File: src/rtl/counter_2bit.sv
// Up/down WIDTH-bit counter with enable, synchronous load and a registered wrap pulse.
// Define COUNTER_2BIT_SATURATE_EN to clamp at the limits; wrap then marks arrival at a limit.
module counter_2bit #(
  parameter int unsigned           WIDTH     = 2,
  parameter logic [WIDTH-1:0]      RESET_VAL = '0
) (
  input  logic             clk,
  input  logic             reset,
  input  logic             en,
  input  logic             up_dn,
  input  logic             load,
  input  logic [WIDTH-1:0] load_val,
  output logic [WIDTH-1:0] dout,
  output logic             wrap
);

  localparam logic [WIDTH-1:0] CNT_MAX = '1;
  localparam logic [WIDTH-1:0] CNT_ONE = WIDTH'(1);

  logic [WIDTH-1:0] dout_d, dout_q;
  logic             wrap_d, wrap_q;

  always_comb begin
    dout_d = dout_q;
    wrap_d = 1'b0;
    if (load) begin
      dout_d = load_val;
    end else if (en) begin
`ifdef COUNTER_2BIT_SATURATE_EN
      // wrap fires only on the edge that lands on the limit, never while parked there
      if (up_dn) begin
        if (dout_q != CNT_MAX) begin
          dout_d = dout_q + CNT_ONE;
          wrap_d = (dout_q == (CNT_MAX - CNT_ONE));
        end
      end else begin
        if (dout_q != '0) begin
          dout_d = dout_q - CNT_ONE;
          wrap_d = (dout_q == CNT_ONE);
        end
      end
`else
      if (up_dn) begin
        dout_d = dout_q + CNT_ONE;
        wrap_d = (dout_q == CNT_MAX);
      end else begin
        dout_d = dout_q - CNT_ONE;
        wrap_d = (dout_q == '0);
      end
`endif
    end
  end

  always_ff @(posedge clk or negedge reset) begin
    if (!reset) begin
      dout_q <= RESET_VAL;
      wrap_q <= 1'b0;
    end else begin
      dout_q <= dout_d;
      wrap_q <= wrap_d;
    end
  end

  assign dout = dout_q;
  assign wrap = wrap_q;

endmodule

File: config.mk
export PLATFORM = sky130hd
export DESIGN_NAME = counter_2bit
export DESIGN_NICKNAME = d
export VERILOG_FILES = /design/src/rtl/counter_2bit.sv
export SDC_FILE = /design/constraint.sdc
export NUM_CORES = 1
export LEC_CHECK = 0
export ABC_AREA = 0
export BUFFER_PORTS_ARGS = -buffer_cell sky130_fd_sc_hd__buf_4
export CAP_MARGIN = 20
export CELL_PAD_IN_SITES_DETAIL_PLACEMENT = 1
export CELL_PAD_IN_SITES_GLOBAL_PLACEMENT = 1
export CORE_AREA = 2 2 39 41
export CTS_BUF_LIST = sky130_fd_sc_hd__clkbuf_8 sky130_fd_sc_hd__clkbuf_16
export CTS_CLUSTER_DIAMETER = 30
export DETAILED_ROUTE_END_ITERATION = 8
export DIE_AREA = 0 0 41 43
export PLACE_DENSITY = 0.49
export SETUP_SLACK_MARGIN = 0.02
export SKIP_LAST_GASP = 1
export SYNTH_ARGS = -nofsm -noshare
export SYNTH_HDL_FRONTEND = slang
export SYNTH_SLANG_ARGS = --single-unit
File: constraint.sdc
create_clock -name clk -period 1.2 [get_ports clk]
set_input_delay 0.12 -clock clk [delete_from_list [all_inputs] [get_ports clk]]
set_output_delay 0.12 -clock clk [all_outputs]
set_load 0.02 [all_outputs]
==> results.txt <==
Total CTS buffers - 3
Endpoints failing hold - 0
Crit path cell chain - xor2_1 -> or3_1 -> nand3_1
Synth Instances - 16
ANT cells - 0
Die area - 1760 µm²
Ranking of synthesized cells by area - dfrtp_1, nand2b_4, or3_1, nand3_1, xnor2_1
Iteration-0 DRC Markers - 3
Fin util - 22.0%
Seq/Total Area, Yosys - 46.5%
DRC - 0
Clock Tree Buf Depth - 2
Num rows - 14
Status - completed
Power Density - 1660 nW/µm²
Switching share of total power - 25.0%
Pin count of the biggest net entering global routing - 7
Layout area overhead - 88.4%
First-pass DRT Iterations - 2
Synth area leader - dfrtp_1
Worst slew margin - 86.5%
Max-slew violations - 0
Die width - 41 µm
Initial core utilization - 11.7%
Sequential share of power - 25.9%
Share of the synthesized area in the top cell type - 46.5%
Cell area after layout - 304 µm²
Tot GR Track Use - 7.14%
Synthesis-stage register bit count - 3
Tightest Pin Transition - 0.203 ns
Finished Layout Cells - 46
Worst vdd ir - 0.000281 V
Power share of the clock group - 56.6%
Net switching power - 0.126 mW
Endpoints failing setup - 0
Total gr overflow - 0
Syn_nets - 23
Critical-path top delay cell - dfrtp_1
Worst Path Required - 1.35 ns
Max Clk Rate - 923 MHz
Post-cts gate resize count - 0
CTS root buf - clkbuf_8
Crit path max fanout - 5
Reg clk slew, reported paths - 0.03 ns
Combinational power share - 17.5%
H-Tree Depth - 1
MaxCap Viol Count - 0
Nets@finish - 38
Core area - 1380 µm²
Pint - 0.378 mW
Mapped Area - 161 µm²
Critical Path Start Type - flip-flop
Final-layout fill cell count - 168
HP Class - input port to flip-flop
Clk_skew - 0.00121 ns
Vias/cell - 3.76
Placer Congestion - 0.552
Post-Place Cells - 41
CTS tree - yes
Share of cells above drive strength 1 - 43.3%
Endpoint type of the worst setup path - flip-flop
Dpl cell area - 249 µm²
WL per Instance - 10.9 µm
Min Clock Period, post-route - 1.08 ns
Clock latency on the worst-skew pair - 0.21 ns
Leak Pwr - 0.145 nW
Routed WL - 500 µm
Via count - 173
Cell variety after synth - 12
Synth Warn # - 0
Top-level I/O count - 10
Period utilization - 90.3%
Arrival @ worst endpoint - 1.23 ns
Clk sinks - 3
First-pass GRT wire length - 800 µm
Kind of critical path - flip-flop to flip-flop
Syn avg cell area - 10.1 µm²
Initial antenna violation count - 0
Number of global-route vias before repair - 198
DIE HEIGHT - 43 µm
Crit-path max cell delay - 0.43 ns
Number of I/O port buffers - 9
ANT nets after route - 0
Sum Neg Setup Slack - 0 ns
RSZ-0062 raised after global routing - false
cell families after synthesis:
group                     Yosys count  share of synthesized area (%)
DFF                                 3                           46.5
and+or+nand+nor                     8                           31.8
xor gates and xnor gates            2                           10.9
AOI/OAI and AO/OA                   3                           10.8
layer usage:
layer  wire length, µm  global-route usage [%]
met1               202                    7.74
met2               221                    10.0
met3                70                    1.57
met4                 4                    8.00
met5                 0                       0
flip-flops by register name (all words and copies together) (netlist names):
signal  flops
wrap        1
dout        2
timing repair:
action,4_1_cts,5_1_grt
hold buffers,1,0
endpoints found under the hold margin,3,0
buffers inserted,0,0
worst paths after layout:
kind	start	slack, ns	to	depth (start not counted)
max	dout[0]	0.12	dout[1]	3
min	load_val[0]	0.12	dout[0]	3
max reg2reg	dout[0]	0.12	dout[1]	3
min reg2reg	dout[1]	0.63	dout[1]	2
max in group asynchronous	reset	0.86	wrap	2
min in group asynchronous	reset	0.24	dout[1]	2
cell usage after synthesis, drive strengths merged:
cell type	count
nand3b	1
xnor2	1
or3	2
o21ai	1
nor2	1
nand2	1
a22oi	1
xor2	1
a21oi	1
nand3	2
nand2b	1
dfrtp	3
area by class of cell:
cell class	count	area [µm²]	area share, %
clock buffers	3	41.3	13.6
clock inverters	1	3.75	1.23
multi-input cells	13	86.3	28.4
flip-flops and latches	3	75.1	24.7
well taps	16	20.0	6.58
repair buffers	10	77.6	25.5
metrics by stage:
stage	power (mW)	setup slack [ns]	hold WS, ns
after floorplan	0.168	0.0826	-0.176
after global routing	0.533	0.0571	0.152
after global placement	0.213	0.152	-0.0919
after CTS	0.515	0.106	0.118
final	0.504	0.117	0.119
after detailed placement	0.218	0.117	-0.0880
power by group through the flow:
stage	Combinational, mW	Sequential, mW	Clock [mW]
3_5_place_dp	0.0865	0.131	0
5_1_grt	0.0977	0.133	0.301
3_3_place_gp	0.0841	0.129	0
4_1_cts	0.0897	0.131	0.294
6_report	0.0885	0.131	0.285
2_1_floorplan	0.0271	0.141	0
placed cells by master (no fill, tap or decap), drive strengths merged:
| master | n |
|---|---|
| buf | 9 |
| clkbuf | 3 |
| dfrtp | 3 |
| nand3 | 2 |
| or3 | 2 |
| nand2b | 1 |
| a21oi | 1 |
| xor2 | 1 |
| nand3b | 1 |
| nor2 | 1 |
| a22oi | 1 |
| xnor2 | 1 |
| nand2 | 1 |
| o21ai | 1 |
| inv | 1 |
| dlygate4sd3 | 1 |
worst max-delay path: cells and delay by family, from the launching register on:
kind | cells | cell delay, ns
DFF | 1 | 0.43
and+or+nand+nor | 2 | 0.39
xor gates and xnor gates | 1 | 0.20
Note: power is estimated with default switching activity, not from simulation.
